`config.mk`:
```
export PLATFORM = sky130hd
export DESIGN_NAME = encounter_gen
export DESIGN_NICKNAME = d
export VERILOG_FILES = /design/src/rtl/encounter_pkg.sv /design/src/rtl/lfsr16.sv /design/src/rtl/encounter_gen.sv
export SDC_FILE = /design/constraint.sdc
export NUM_CORES = 1
export LEC_CHECK = 0
export CAP_MARGIN = 20
export CORE_MARGIN = 3
export CORE_UTILIZATION = 37
export DETAILED_ROUTE_END_ITERATION = 10
export PLACE_DENSITY = 0.66
export SLEW_MARGIN = 10
export SYNTH_ARGS = -nofsm -noshare
export SYNTH_HDL_FRONTEND = slang
export SYNTH_SLANG_ARGS = --single-unit
```
`constraint.sdc`:
```
create_clock -name Clk -period 4.1 [get_ports Clk]
set_clock_uncertainty 0.1 [all_clocks]
set_input_delay 1.025 -clock Clk [delete_from_list [all_inputs] [get_ports Clk]]
set_output_delay 1.025 -clock Clk [all_outputs]
set_load 0.1 [all_outputs]
```
`src/rtl/encounter_pkg.sv`:
```
// Shared types and constants for the overworld wild-encounter generator.
// Covers FSM states, display_control codes, movement keycodes and the LFSR mask.
package encounter_pkg;

  typedef enum logic [2:0] {
    IDLE      = 3'd0,
    WALK      = 3'd1,
    REQUEST   = 3'd2,
    IN_BATTLE = 3'd3,
    COOLDOWN  = 3'd4
  } state_t;

  localparam logic [1:0] DC_INIT   = 2'b00;
  localparam logic [1:0] DC_SELECT = 2'b01;
  localparam logic [1:0] DC_MAP    = 2'b10;
  localparam logic [1:0] DC_BATTLE = 2'b11;

  localparam logic [7:0] KEY_W = 8'h1A;
  localparam logic [7:0] KEY_A = 8'h04;
  localparam logic [7:0] KEY_S = 8'h16;
  localparam logic [7:0] KEY_D = 8'h07;

  localparam logic [15:0] LFSR_MASK = 16'hB400;

  function automatic logic is_move(input logic [7:0] key);
    return (key == KEY_W) || (key == KEY_A) || (key == KEY_S) || (key == KEY_D);
  endfunction

  // Only three species exist, so the fourth code folds back onto the first.
  function automatic logic [1:0] map_species(input logic [1:0] raw);
    return (raw == 2'd3) ? 2'd0 : raw;
  endfunction

endpackage

```
`src/rtl/lfsr16.sv`:
```
// Free-running 16-bit Galois LFSR, right-shifting; a zero seed is replaced by 1
// because the all-zero state would lock up.
module lfsr16
  import encounter_pkg::*;
#(
  parameter logic [15:0] SEED = 16'hACE1
) (
  input  logic        Clk,
  input  logic        Reset,
  output logic [15:0] value
);

  localparam logic [15:0] SEED_EFF = (SEED == 16'h0000) ? 16'h0001 : SEED;

  always_ff @(posedge Clk) begin
    if (Reset) begin
      value <= SEED_EFF;
    end else begin
      value <= {1'b0, value[15:1]} ^ (value[0] ? LFSR_MASK : 16'h0000);
    end
  end

endmodule

```
`src/rtl/encounter_gen.sv`:
```
// Wild-encounter generator: counts grass steps, rolls the LFSR per step and holds
// battle_start until the game-state FSM shows the battle screen.
//
// state     | meaning
// IDLE      | not on the map; nothing counted
// WALK      | on the map; each completed grass step rolls for an encounter
// REQUEST   | encounter fired; battle_start held until display shows battle
// IN_BATTLE | battle on screen; latched species/level in use
// COOLDOWN  | back on map; steps counted down with no rolls
module encounter_gen
  import encounter_pkg::*;
#(
  parameter logic [15:0] LFSR_SEED        = 16'hACE1,
  parameter int unsigned STEP_FRAMES      = 8,
  parameter logic [8:0]  ENCOUNTER_THRESH = 9'd24,
  parameter int unsigned COOLDOWN_STEPS   = 4
) (
  input  logic       Clk,
  input  logic       Reset,
  input  logic       frame_tick,
  input  logic [7:0] keycode,
  input  logic       in_grass,
  input  logic [1:0] display_control,
  output logic       battle_start,
  output logic [1:0] wild_species,
  output logic [4:0] wild_level,
  output logic       step_pulse
);

  localparam logic [7:0] STEP_LAST = 8'(STEP_FRAMES);
  localparam logic [3:0] COOL_LOAD = 4'(COOLDOWN_STEPS);

  state_t      state;
  state_t      state_next;
  logic [7:0]  step_cnt;
  logic [3:0]  cool_cnt;
  logic [15:0] lfsr;
  logic        moving;
  logic        roll_hit;
  logic        latch_en;
  logic        cool_load;
  logic        cool_dec;
  logic        step_active;
  logic        unused_lfsr_bits;

  lfsr16 #(.SEED(LFSR_SEED)) u_lfsr (
    .Clk   (Clk),
    .Reset (Reset),
    .value (lfsr)
  );

  assign unused_lfsr_bits = ^lfsr[15:13];
  assign moving           = is_move(keycode);
  assign roll_hit         = step_pulse && in_grass && ({1'b0, lfsr[7:0]} < ENCOUNTER_THRESH);
  assign step_active      = (state == WALK) || (state == COOLDOWN);

  always_ff @(posedge Clk) begin
    if (Reset) begin
      state <= IDLE;
    end else begin
      state <= state_next;
    end
  end

  // display_control is tested before step_pulse so a screen change always wins.
  always_comb begin
    state_next = state;
    latch_en   = 1'b0;
    cool_load  = 1'b0;
    cool_dec   = 1'b0;
    case (state)
      IDLE: begin
        if (display_control == DC_MAP) state_next = WALK;
      end
      WALK: begin
        if (display_control == DC_BATTLE) begin
          state_next = IN_BATTLE;
          latch_en   = 1'b1;
        end else if (display_control != DC_MAP) begin
          state_next = IDLE;
        end else if (roll_hit) begin
          state_next = REQUEST;
          latch_en   = 1'b1;
        end
      end
      REQUEST: begin
        if (display_control == DC_BATTLE) state_next = IN_BATTLE;
        else if (display_control != DC_MAP) state_next = IDLE;
      end
      IN_BATTLE: begin
        if (display_control == DC_MAP) begin
          state_next = COOLDOWN;
          cool_load  = 1'b1;
        end else if (display_control != DC_BATTLE) begin
          state_next = IDLE;
        end
      end
      COOLDOWN: begin
        if (display_control == DC_BATTLE) begin
          state_next = IN_BATTLE;
          latch_en   = 1'b1;
        end else if (display_control != DC_MAP) begin
          state_next = IDLE;
        end else if (cool_cnt == 4'd0) begin
          state_next = WALK;
        end else if (step_pulse) begin
          cool_dec = 1'b1;
        end
      end
      default: state_next = IDLE;
    endcase
  end

  always_ff @(posedge Clk) begin
    if (Reset) begin
      step_cnt   <= 8'd0;
      step_pulse <= 1'b0;
    end else begin
      step_pulse <= 1'b0;
      if (!step_active || (state_next != state) || !moving) begin
        step_cnt <= 8'd0;
      end else if (frame_tick) begin
        if (step_cnt + 8'd1 == STEP_LAST) begin
          step_cnt   <= 8'd0;
          step_pulse <= 1'b1;
        end else begin
          step_cnt <= step_cnt + 8'd1;
        end
      end
    end
  end

  always_ff @(posedge Clk) begin
    if (Reset) begin
      cool_cnt <= 4'd0;
    end else if (cool_load) begin
      cool_cnt <= COOL_LOAD;
    end else if (cool_dec) begin
      cool_cnt <= cool_cnt - 4'd1;
    end
  end

  always_ff @(posedge Clk) begin
    if (Reset) begin
      wild_species <= 2'd0;
      wild_level   <= 5'd2;
      battle_start <= 1'b0;
    end else begin
      if (latch_en) begin
        wild_species <= map_species(lfsr[9:8]);
        wild_level   <= 5'd2 + {2'b00, lfsr[12:10]};
      end
      battle_start <= (state_next == REQUEST);
    end
  end

endmodule

```
Word-level counts from Yosys, hierarchy flattened --
Index checks and enable logic that the tools add are counted.
Storage, ports and cells: input bits 14, flip-flop bits (word level) 40, word-level logic and storage cells 77, output and inout bits 9
Cells by class: $lt $le $gt $ge 1, equality and inequality tests 16, reductions and logical operators 16, mux-type cells 30, bitwise gates (word level) 2, add/sub/neg operators 3
Operator list (count):
- 3-bit two-way mux | 13
- 8-bit by 3-bit equality test with 1-bit output, second input constant | 2
- 8-bit by 5-bit equality test with 1-bit output, second input constant | 2
- 16-bit two-way mux | 1
- 15-bit by 16-bit XOR with 16-bit output | 1
- 3-bit case mux with 5 select lines | 1
- 1-bit two-way mux | 12
- 3-bit by 2-bit equality test with 1-bit output, second input constant | 3
- 8-bit by 1-bit adder with 8-bit output, second input constant | 1
- 8-bit by 4-bit equality test with 1-bit output, second input constant | 1
- 8-bit by 5-bit less-than comparator with 1-bit output, second input constant | 1
- 8-bit two-way mux | 1
- 2-bit equality test, second input constant | 3
- 1-bit logical OR | 6
- 2-bit by 3-bit adder with 4-bit output, first input constant | 1
- 4-bit logical NOT | 1
- 2-bit != test, second input constant | 2
- 2-bit OR reduction | 2
- 4-bit by 1-bit subtractor with 4-bit output, second input constant | 1
- 3-bit by 1-bit equality test with 1-bit output, second input constant | 1
- 3-bit equality test, second input constant | 1
- 3-bit logical NOT | 1
- 3-bit != test | 1
- 3-bit OR reduction | 1
- 6 further kinds | 8

Logic depth before layout (Yosys ltp) --
Gate-level depths: netlist of run 1.
word-level depth 10, depth in mapped cells 8, gate-level depth less buffers 7

Cells and area by module --
A second synthesis of run 1 with hierarchy kept.
Unflattened totals: cells, all modules 178, area total of the unflattened synthesis 1722.9 um2
Modules (own cells, without submodules):
- encounter_gen | seq. area each 460.4 um2, area each 1260.0 um2, instances 1, cells an instance 142
- lfsr16 | seq. area each 320.3 um2, area each 462.9 um2, instances 1, cells an instance 36

Worst setup path after synthesis of run 1 --
No wires, ideal clock.
kind input-to-reg, start input port display_control[0], end register wild_species[0], data required time 3.930 ns, path buffers 1, cell stages on the path 6, path slack 1.588 ns, arrival 2.341 ns, setup time 0.070 ns, cell sequence buf_6 -> or3b_4 -> nor4_4 -> a31oi_4 -> or3b_1 -> a21oi_1
On the way: word-level cells in the longest chain between the ends 4, elaborated cells on any way between the ends 6, those cells by class eq/ne: 2; mux: 4
RTL lines:
- start, declared | RTL line encounter_gen.sv:23 | input logic [1:0] display_control,
- 2-bit != test | RTL line encounter_gen.sv:79 | end else if (display_control != DC_MAP) begin
- 1-bit two-way mux | RTL line encounter_gen.sv:79
- 1-bit two-way mux | RTL line encounter_gen.sv:76 | if (display_control == DC_BATTLE) begin
- 1-bit case mux with 2 select lines (*) | RTL line encounter_gen.sv:71 | case (state)
- end signal, assigned | RTL line encounter_gen.sv:150 | wild_species <= map_species(lfsr[9:8]);
- end, declared | RTL line encounter_gen.sv:25 | output logic [1:0] wild_species,
Mark *: on every way between the ends. The rest lies on a longest branch, timed or not. A chain may end at the register's enable or synchronous reset.

Worst setup path after layout of run 1 --
start register step_pulse, end output port step_pulse
RTL lines:
- start, declared | RTL line encounter_gen.sv:27 | output logic step_pulse
- start signal, assigned | RTL line encounter_gen.sv:117 | step_pulse <= 1'b0;
- start signal, assigned | RTL line encounter_gen.sv:119 | step_pulse <= 1'b0;
- start signal, assigned | RTL line encounter_gen.sv:125 | step_pulse <= 1'b1;
No word-level cell between the ends.

==> reports/results.txt, run 1 <==
The initial core utilization was 0.398. Once layout is complete, the cells apart from fillers number 274. The floorplan step defined a core boundary enclosing 0.00453 mm^2.

Of all nets on the critical path, the largest fanout is 3. Setup repair after global routing left no endpoint under its margin. The synthesized netlist occupies a cell area of 0.00180 mm^2. STA classifies the critical path endpoint as an output port. The total congestion overflow is 0, and the sum of negative setup slack is 0 ns. The peak per-stage delay on the critical path was 1.15 ns; the clock-pin transition on the worst setup and hold timing paths was 0.07 ns.

The simple-gate portion of the synthesized area is 0.279, and the highest clock rate is 341 MHz. In this run the core area contains 24 standard-cell rows. The number of buffer and inverter stages on the critical path was 1. The critical path data required time was 2.97 ns. The run finished with clean final reports.

The design draws 859 uW. The CTS buffer count came out at 5. Headroom to the max-slew limit: 0.349.

The top cell types in the final layout, fill and taps aside, are 39 x dfxtp_1, 21 x clkdlybuf4s50_1, 20 x nor2_1. The number of hold buffers added after cts came out at 0. Final worst-path cycle share: 0.714. The clock root buffer is clkbuf_8. The share of the synthesized netlist area taken by xor and xnor gates was 0.0770. The flip-flop cell with the highest count after synthesis is dfxtp_1. Tracing the worst setup path back leads to its startpoint at step_pulse. After detailed routing, the average wire length per cell comes to 11.7 um. The number of gates resized after CTS was 0. The wire length reported by the detailed router came out at 3200 um. The logs give 0 for the synthesis warning total and 0 for the initial antenna violation count. The launching element type of the critical path was a flop.

Synthesized-area fraction occupied by adder cells: 0.0277. The path length in cells of the critical path was 1. The tools report the hold violation count in the final report as 0. Dominant combinational cell family by area after synthesis: simple AND/OR/NAND/NOR gates. The logs give 0.125 for the global-route usage over all layers and 226 for the net count of the finished layout.

From synthesis to final layout, the design area changed by 20.4%. The die covers 0.00575 mm^2. At the later pin of the worst-skew pair, clock insertion delay measures 0.30 ns. Number of global-route vias before repair: 1,241. The count of TritonRoute iterations in the first routing pass is 4. The smallest clock period supported by the final layout is computed as 2.93 ns.

TritonCTS built the clock tree. The total leakage power was 0.000792 uW. The compound-cell area share of the yosys netlist works out to 0.0985. Yosys mapped a number of flops with a built-in enable equal to 0. The final routed DRC violation total was 0. The cell class contributing the biggest share of worst-path delay was buffers and inverters. 0 antenna diodes ended up in the layout. For the fill cell total of the finished layout, the log shows 421.

Critical register-to-register path startpoint: cool_cnt[0]. The final count of negative-setup-slack endpoints is 0. For the worst flop-to-flop path, the logic depth is 7. The most common cell after layout, fill and taps aside is dfxtp_1. During I/O placement, the number of pins put on the boundary was 23. After legalization and detailed placement, the total HPWL measured 2220 um. Walking the worst path, the cells encountered are clkdlybuf4s50_1. After synthesis the netlist holds a flip-flop and latch count of 39. After detailed placement, the design holds a cell count of 266. Measured along the x axis, the die boundary spans 75.8 um. The first routing iteration left 56 violations. The share of flip-flops with an asynchronous set or reset is 0, and the number of standard cells after synthesis is 190. The longest clock path from root to sink contains 2 buffers. The class of the worst hold path is flop to flop. When the netlist entered floorplanning its net count stood at 208.

The mean cell area of the mapped netlist is 9.50 um^2. The slowest stage of the critical path belongs to the cell clkdlybuf4s50_1. The remaining number of nets flagged by the antenna check after routing was 0; the depth of the CTS H-tree was 2. Dividing the detail-routed via count by the number of cells gives 4.74. In this run the critical register-to-register path is captured at step_cnt[0].

At the worst endpoint, the arrival time is 1.80 ns. For the number of vias in the routed layout, the log shows 1,300. The final count of pins violating max slew is 0. By startpoint and endpoint, the worst setup path is classified as flop to output port. The run gives 0.433 as the share of synthesized area occupied by flip-flops and latches. The multiplexer share of the synthesized area is 0.0333, and the number of different library cells in the post-synthesis netlist is 47.

The core utilization of the finished layout came out at 0.479. In this run the most critical hold path is launched from u_lfsr.value[1]. The number of clock sinks was 39; the number of cells on the worst hold path was 1.

The setup check on the worst reg-to-reg path leaves a slack of 2.04 ns. The actual transition at the worst max-transition pin was 0.974 ns. Final cell area excluding filler cells: 0.00217 mm^2. In this run the post-CTS setup repair buffer count came out at 0. Measured along the y axis, the die boundary spans 75.8 um. Routability-driven placement finished with a final weighted congestion of 0.743.

The worst hold path terminates at u_lfsr.value[0]. The tools report the global-route wire length before repair as 5420 um. Max-cap violations in this run came to 0.

Power spread over the standard cell area amounts to 396 mW/mm^2. The fraction of layout cells with a size suffix above 1 is 0.110. Entering global routing, the biggest net connects 28 pins. The port buffer count was 21. After detailed placement, the total cell area comes to 0.00204 mm^2. The run gives 0.000185 V as the maximum VDD drop.
synthesized netlist by cell type (2+ instances only):
master,count,area [um^2]
xnor2_1,5,43.8
a21oi_1,7,35.0
and3_1,3,18.8
dfxtp_1,39,781
buf_2,3,15.0
nand2b_1,6,37.5
buf_6,2,22.5
nand4_1,5,31.3
xor2_1,9,78.8
nor4b_1,2,17.5
inv_1,6,22.5
ha_1,4,50.1
mux2i_1,6,60.1
or3b_1,2,17.5
nand2_1,13,48.8
clkbuf_1,4,15.0
nor3_1,4,20.0
a31oi_1,2,12.5
and4_1,2,17.5
or2_2,6,37.5
and2_1,2,12.5
nand3_1,4,20.0
nor2b_1,10,62.6
buf_4,2,15.0
nor2_1,20,75.1
metal layers:
layer,track usage,part of all wire
met1,0.153,0.50
met2,0.194,0.42
met3,0.0488,0.058
met4,0.0524,0.018
met5,0,0
registers in the layout (all words and copies together) (netlist names):
register,count
battle_start,1
cool_cnt,4
state,3
step_cnt,8
step_pulse,1
u_lfsr.value,16
wild_level,4
wild_species,2
kinds of logic after synthesis:
logic type | after synthesis
other | 1
XOR/XNOR | 15
AO/OA/AOI/OAI | 21
adder cells (fa/ha/maj) | 4
AND/OR/NAND/NOR | 87
buffers and inverters | 17
multiplexers | 6
flip-flops | 39
power breakdown:
part | internal (uW) | switching [uW]
clock network | 243 | 144
registers | 392 | 9.42
logic | 33.5 | 38.3
total | 668 | 191
worst max-delay path by stage:
stage	slack, ns	to
5_1_grt	1.11	step_pulse
4_1_cts	1.14	step_pulse
3_5_place_dp	0.97	wild_species[0]
6_report	1.17	step_pulse
2_1_floorplan	1.59	wild_species[0]
3_3_place_gp	1.00	wild_species[1]
stage by stage:
step	hold slack (ns)	setup WS [ns]
final	0.312	1.17
after global routing	0.335	1.11
after CTS	0.315	1.14
after detailed placement	0.296	0.967
after global placement	0.296	1.00
after floorplan	0.289	1.59
layout make-up:
type	count	area, um^2	area share
clock buffers	5	68.8	0.0317
repair buffers	22	218	0.100
inverters	6	22.5	0.0104
multi-input cells	134	933	0.430
flip-flops and latches	39	781	0.359
well taps	65	81.3	0.0374
clock inverters	3	67.6	0.0311
Note: power is estimated with default switching activity, not from simulation.
==> run 2, diff against run 1 <==
--- a/config.mk
+++ b/config.mk
@@ -9,7 +9,7 @@
 export CORE_MARGIN = 3
 export CORE_UTILIZATION = 37
 export DETAILED_ROUTE_END_ITERATION = 10
-export PLACE_DENSITY = 0.66
+export PLACE_DENSITY = 0.68
 export SLEW_MARGIN = 10
 export SYNTH_ARGS = -nofsm -noshare
 export SYNTH_HDL_FRONTEND = slang
==> constraint.sdc (replaced) <==
create_clock -name Clk -period 2.4 [get_ports Clk]
set_clock_uncertainty 0.1 [all_clocks]
set_input_delay 0.6 -clock Clk [delete_from_list [all_inputs] [get_ports Clk]]
set_output_delay 0.6 -clock Clk [all_outputs]
set_load 0.1 [all_outputs]
==> reports/results.txt, run 2 (synthesis results as in run 1) <==
The flow ran to the end, and the final reports show no timing, DRC or antenna violations. For the count of TritonRoute iterations in the first routing pass, the log shows 4 (unchanged). The run gives 0.000254 V (was 0.000185 V) as the maximum VDD drop. The most common cell after layout, fill and taps aside is dfxtp_1 (unchanged).

The maximum number of buffers from clock root to sink is 2 (unchanged), and the number of cell instances on the worst register-to-register path is 5 (was 7). Hold path startpoint: u_lfsr.value[1] (unchanged). The power per standard cell area came out at 567 mW/mm^2 (was 396 mW/mm^2).

Number of hold buffers added after cts: 0 (unchanged). TritonCTS built the clock tree. The overall die height was 75.8 um (unchanged); the global-route usage over all layers was 0.120 (was 0.125). The detail-routed net length per standard cell works out to 11.1 um (was 11.7 um). The remaining number of nets flagged by the antenna check after routing was 0 (unchanged); the pin count of the biggest net entering global routing was 28 (unchanged).

For the initial detailed-routing violation count, the log shows 89 (was 56). The sum of negative setup slack came out at 0 ns (unchanged). The path type of the worst setup path was input port to flop (was flop to output port). The fill cell total of the finished layout was 437 (was 421). The wire length reported by the detailed router was 3140 um (was 3200 um).

The final worst-path cycle share is 0.936. The max-capacitance violation count is 0 (unchanged), and the arrival time of the worst setup path is 2.36 ns (was 1.80 ns). The clock root buffer is clkbuf_8 (unchanged). The number of buffer and inverter stages on the critical path works out to 1 (unchanged). Top Registers: u_lfsr.value x16, step_cnt x8 (unchanged). The area of all sequential standard cells was 781 um^2 (unchanged). The port buffer count is 21 (unchanged), and the HPWL after detailed placement is 2250 um (was 2220 um).

The initial core utilization is 0.398 (unchanged). The number of global-route vias before repair is 1,249 (was 1,241), and the final count of pins violating max slew is 0 (unchanged). The total number of placement rows is 24 (unchanged). The run gives 39 (unchanged) as the number of clock sinks.

The cell class contributing the biggest share of worst-path delay was compound AO/OA/AOI/OAI gates (was buffers and inverters). The launching element type of the critical path was an input port (was a flop). The area of the placeable core was 0.00453 mm^2 (unchanged); the peak per-stage delay on the critical path was 0.47 ns (was 1.15 ns).

The tools report the final RePlAce weighted congestion as 0.760 (was 0.743). The layout overhead on the synthesized area is 20.7% (was 20.4%), and the number of vias in the routed layout is 1,344 (was 1,300). The final count of negative-setup-slack endpoints is 0 (unchanged), and the net count of the finished layout is 235 (was 226). The clock-pin transition on the worst setup and hold timing paths is 0.07 ns (about the same), and the global-route wire length before repair is 5300 um (was 5420 um). The most flop-heavy register was u_lfsr.value (unchanged). The tools report the register-to-register path setup slack as 0.40 ns (was 2.04 ns). Type of destination of the critical path: a flop (was an output port). The class of the worst hold path was flop to flop (unchanged).

The tools report the number of standard cells in the final layout excluding fillers as 282 (was 274). The fraction of layout cells with a size suffix above 1 came out at 0.180 (was 0.110). The number of cells on the worst hold path is 1 (unchanged).

The CTS buffer count was 5 (unchanged); the die span in x was 75.8 um (unchanged). The diode insertion count for antenna repair came out at 0 (unchanged). The maximum fanout along the worst path was 9 (was 3). Setup repair after global routing left no endpoint under its margin. The tools report the insertion delay of the later-clocked pin in the worst-skew pair as 0.28 ns (was 0.30 ns). The run gives 0.00575 mm^2 (unchanged) as the die footprint. The tools report the number of top-level pins as 23 (unchanged). The run gives 0 (unchanged) as the hold violation count in the final report. The logs give 0 (unchanged) for the initial antenna violation count and 0 (unchanged) for the total congestion overflow.

Capturing point of the worst reg2reg path: step_cnt[3] (was step_cnt[0]). Ratio of routed vias to standard cells: 4.77 (was 4.74). The count of placed standard cells including taps is 275 (was 266).

The tools report the highest clock rate as 445 MHz. For the combined area of the multi-input logic cells, the log shows 945 um^2 (was 933 um^2). The run gives 0.000829 uW (was 0.000792 uW) as the total leakage power. The run gives 0 (unchanged) as the final routed DRC violation total. The hold-critical path endpoint was u_lfsr.value[0] (unchanged). The run gives 2 (unchanged) as the depth of the CTS H-tree. Top library cells by usage in the layout, fill and taps aside: 39 x dfxtp_1, 20 x nor2_1, 18 x buf_4 (was 39 x dfxtp_1, 21 x clkdlybuf4s50_1, 20 x nor2_1). The slowest stage cell on the critical path is clkdlybuf4s50_1 (unchanged). Critical register-to-register path startpoint: state[0] (was cool_cnt[0]). The post-CTS setup repair buffer count came out at 0 (unchanged). Cells along the critical path: clkdlybuf4s50_1, nor4_2, o21ai_1, a2111oi_4, o2111ai_4, nor3_1 (was clkdlybuf4s50_1). The critical path data required time was 2.51 ns (was 2.97 ns). Number of flip-flops in the largest register: 16 (unchanged). The post-layout minimum cycle time came out at 2.25 ns.
run 2: final cells by class:
cell class                 count  share of cell area
tap                           65              0.0374
sequential                    39               0.359
timing repair buffer          31               0.122
multi-input combinational    134               0.434
inverter                       6              0.0103
clock inverter                 2             0.00632
clock buffer                   5              0.0316
run 2: worst max-delay path by stage:
stage	start	endpoint	slack, ns	cells past startpoint
floorplan	step_pulse	wild_species[0]	0.03	5
global placement	Reset	step_cnt[3]	-0.20	6
detailed placement	Reset	step_cnt[3]	-0.24	6
CTS	Reset	step_cnt[0]	0.07	6
global route	Reset	step_cnt[0]	0.03	6
finish	Reset	step_cnt[3]	0.15	6
run 2: metrics by stage:
step	util	setup slack (ns)	hold WS (ns)	total power, uW	area (um^2)
floorplan	-	0.0273	0.289	789	1800
global placement	0.459	-0.198	0.296	829	2080
detailed placement	0.459	-0.245	0.299	830	2080
CTS	0.478	0.0660	0.319	1260	2170
global route	0.480	0.0253	0.338	1300	2180
finish	0.480	0.155	0.318	1230	2180
run 2: repair_timing:
action,4_1_cts,5_1_grt
endpoints found under the hold margin,0,0
gates resized for setup,0,1
setup endpoints to repair,0,2
run 2: power by group:
part           total, uW  internal (uW)  switching [uW]
registers            685            669            15.8
logic                131           62.7            67.9
clock network        419            198             221
total               1230            930             305
run 2: routing by layer:
layer / part of all wire / track usage
met4: 0.015 / 0.0427
met1: 0.49 / 0.143
met2: 0.44 / 0.200
met3: 0.055 / 0.0396
met5: 0 / 0
==> run 3, diff against run 2 <==
--- a/config.mk
+++ b/config.mk
@@ -9,6 +9,7 @@
 export CORE_MARGIN = 3
 export CORE_UTILIZATION = 37
 export DETAILED_ROUTE_END_ITERATION = 10
+export HOLD_SLACK_MARGIN = 0.1
 export PLACE_DENSITY = 0.68
 export SLEW_MARGIN = 10
 export SYNTH_ARGS = -nofsm -noshare
==> results of run 3 <==
Final layout, timing and power as in run 2 (identical DEF).
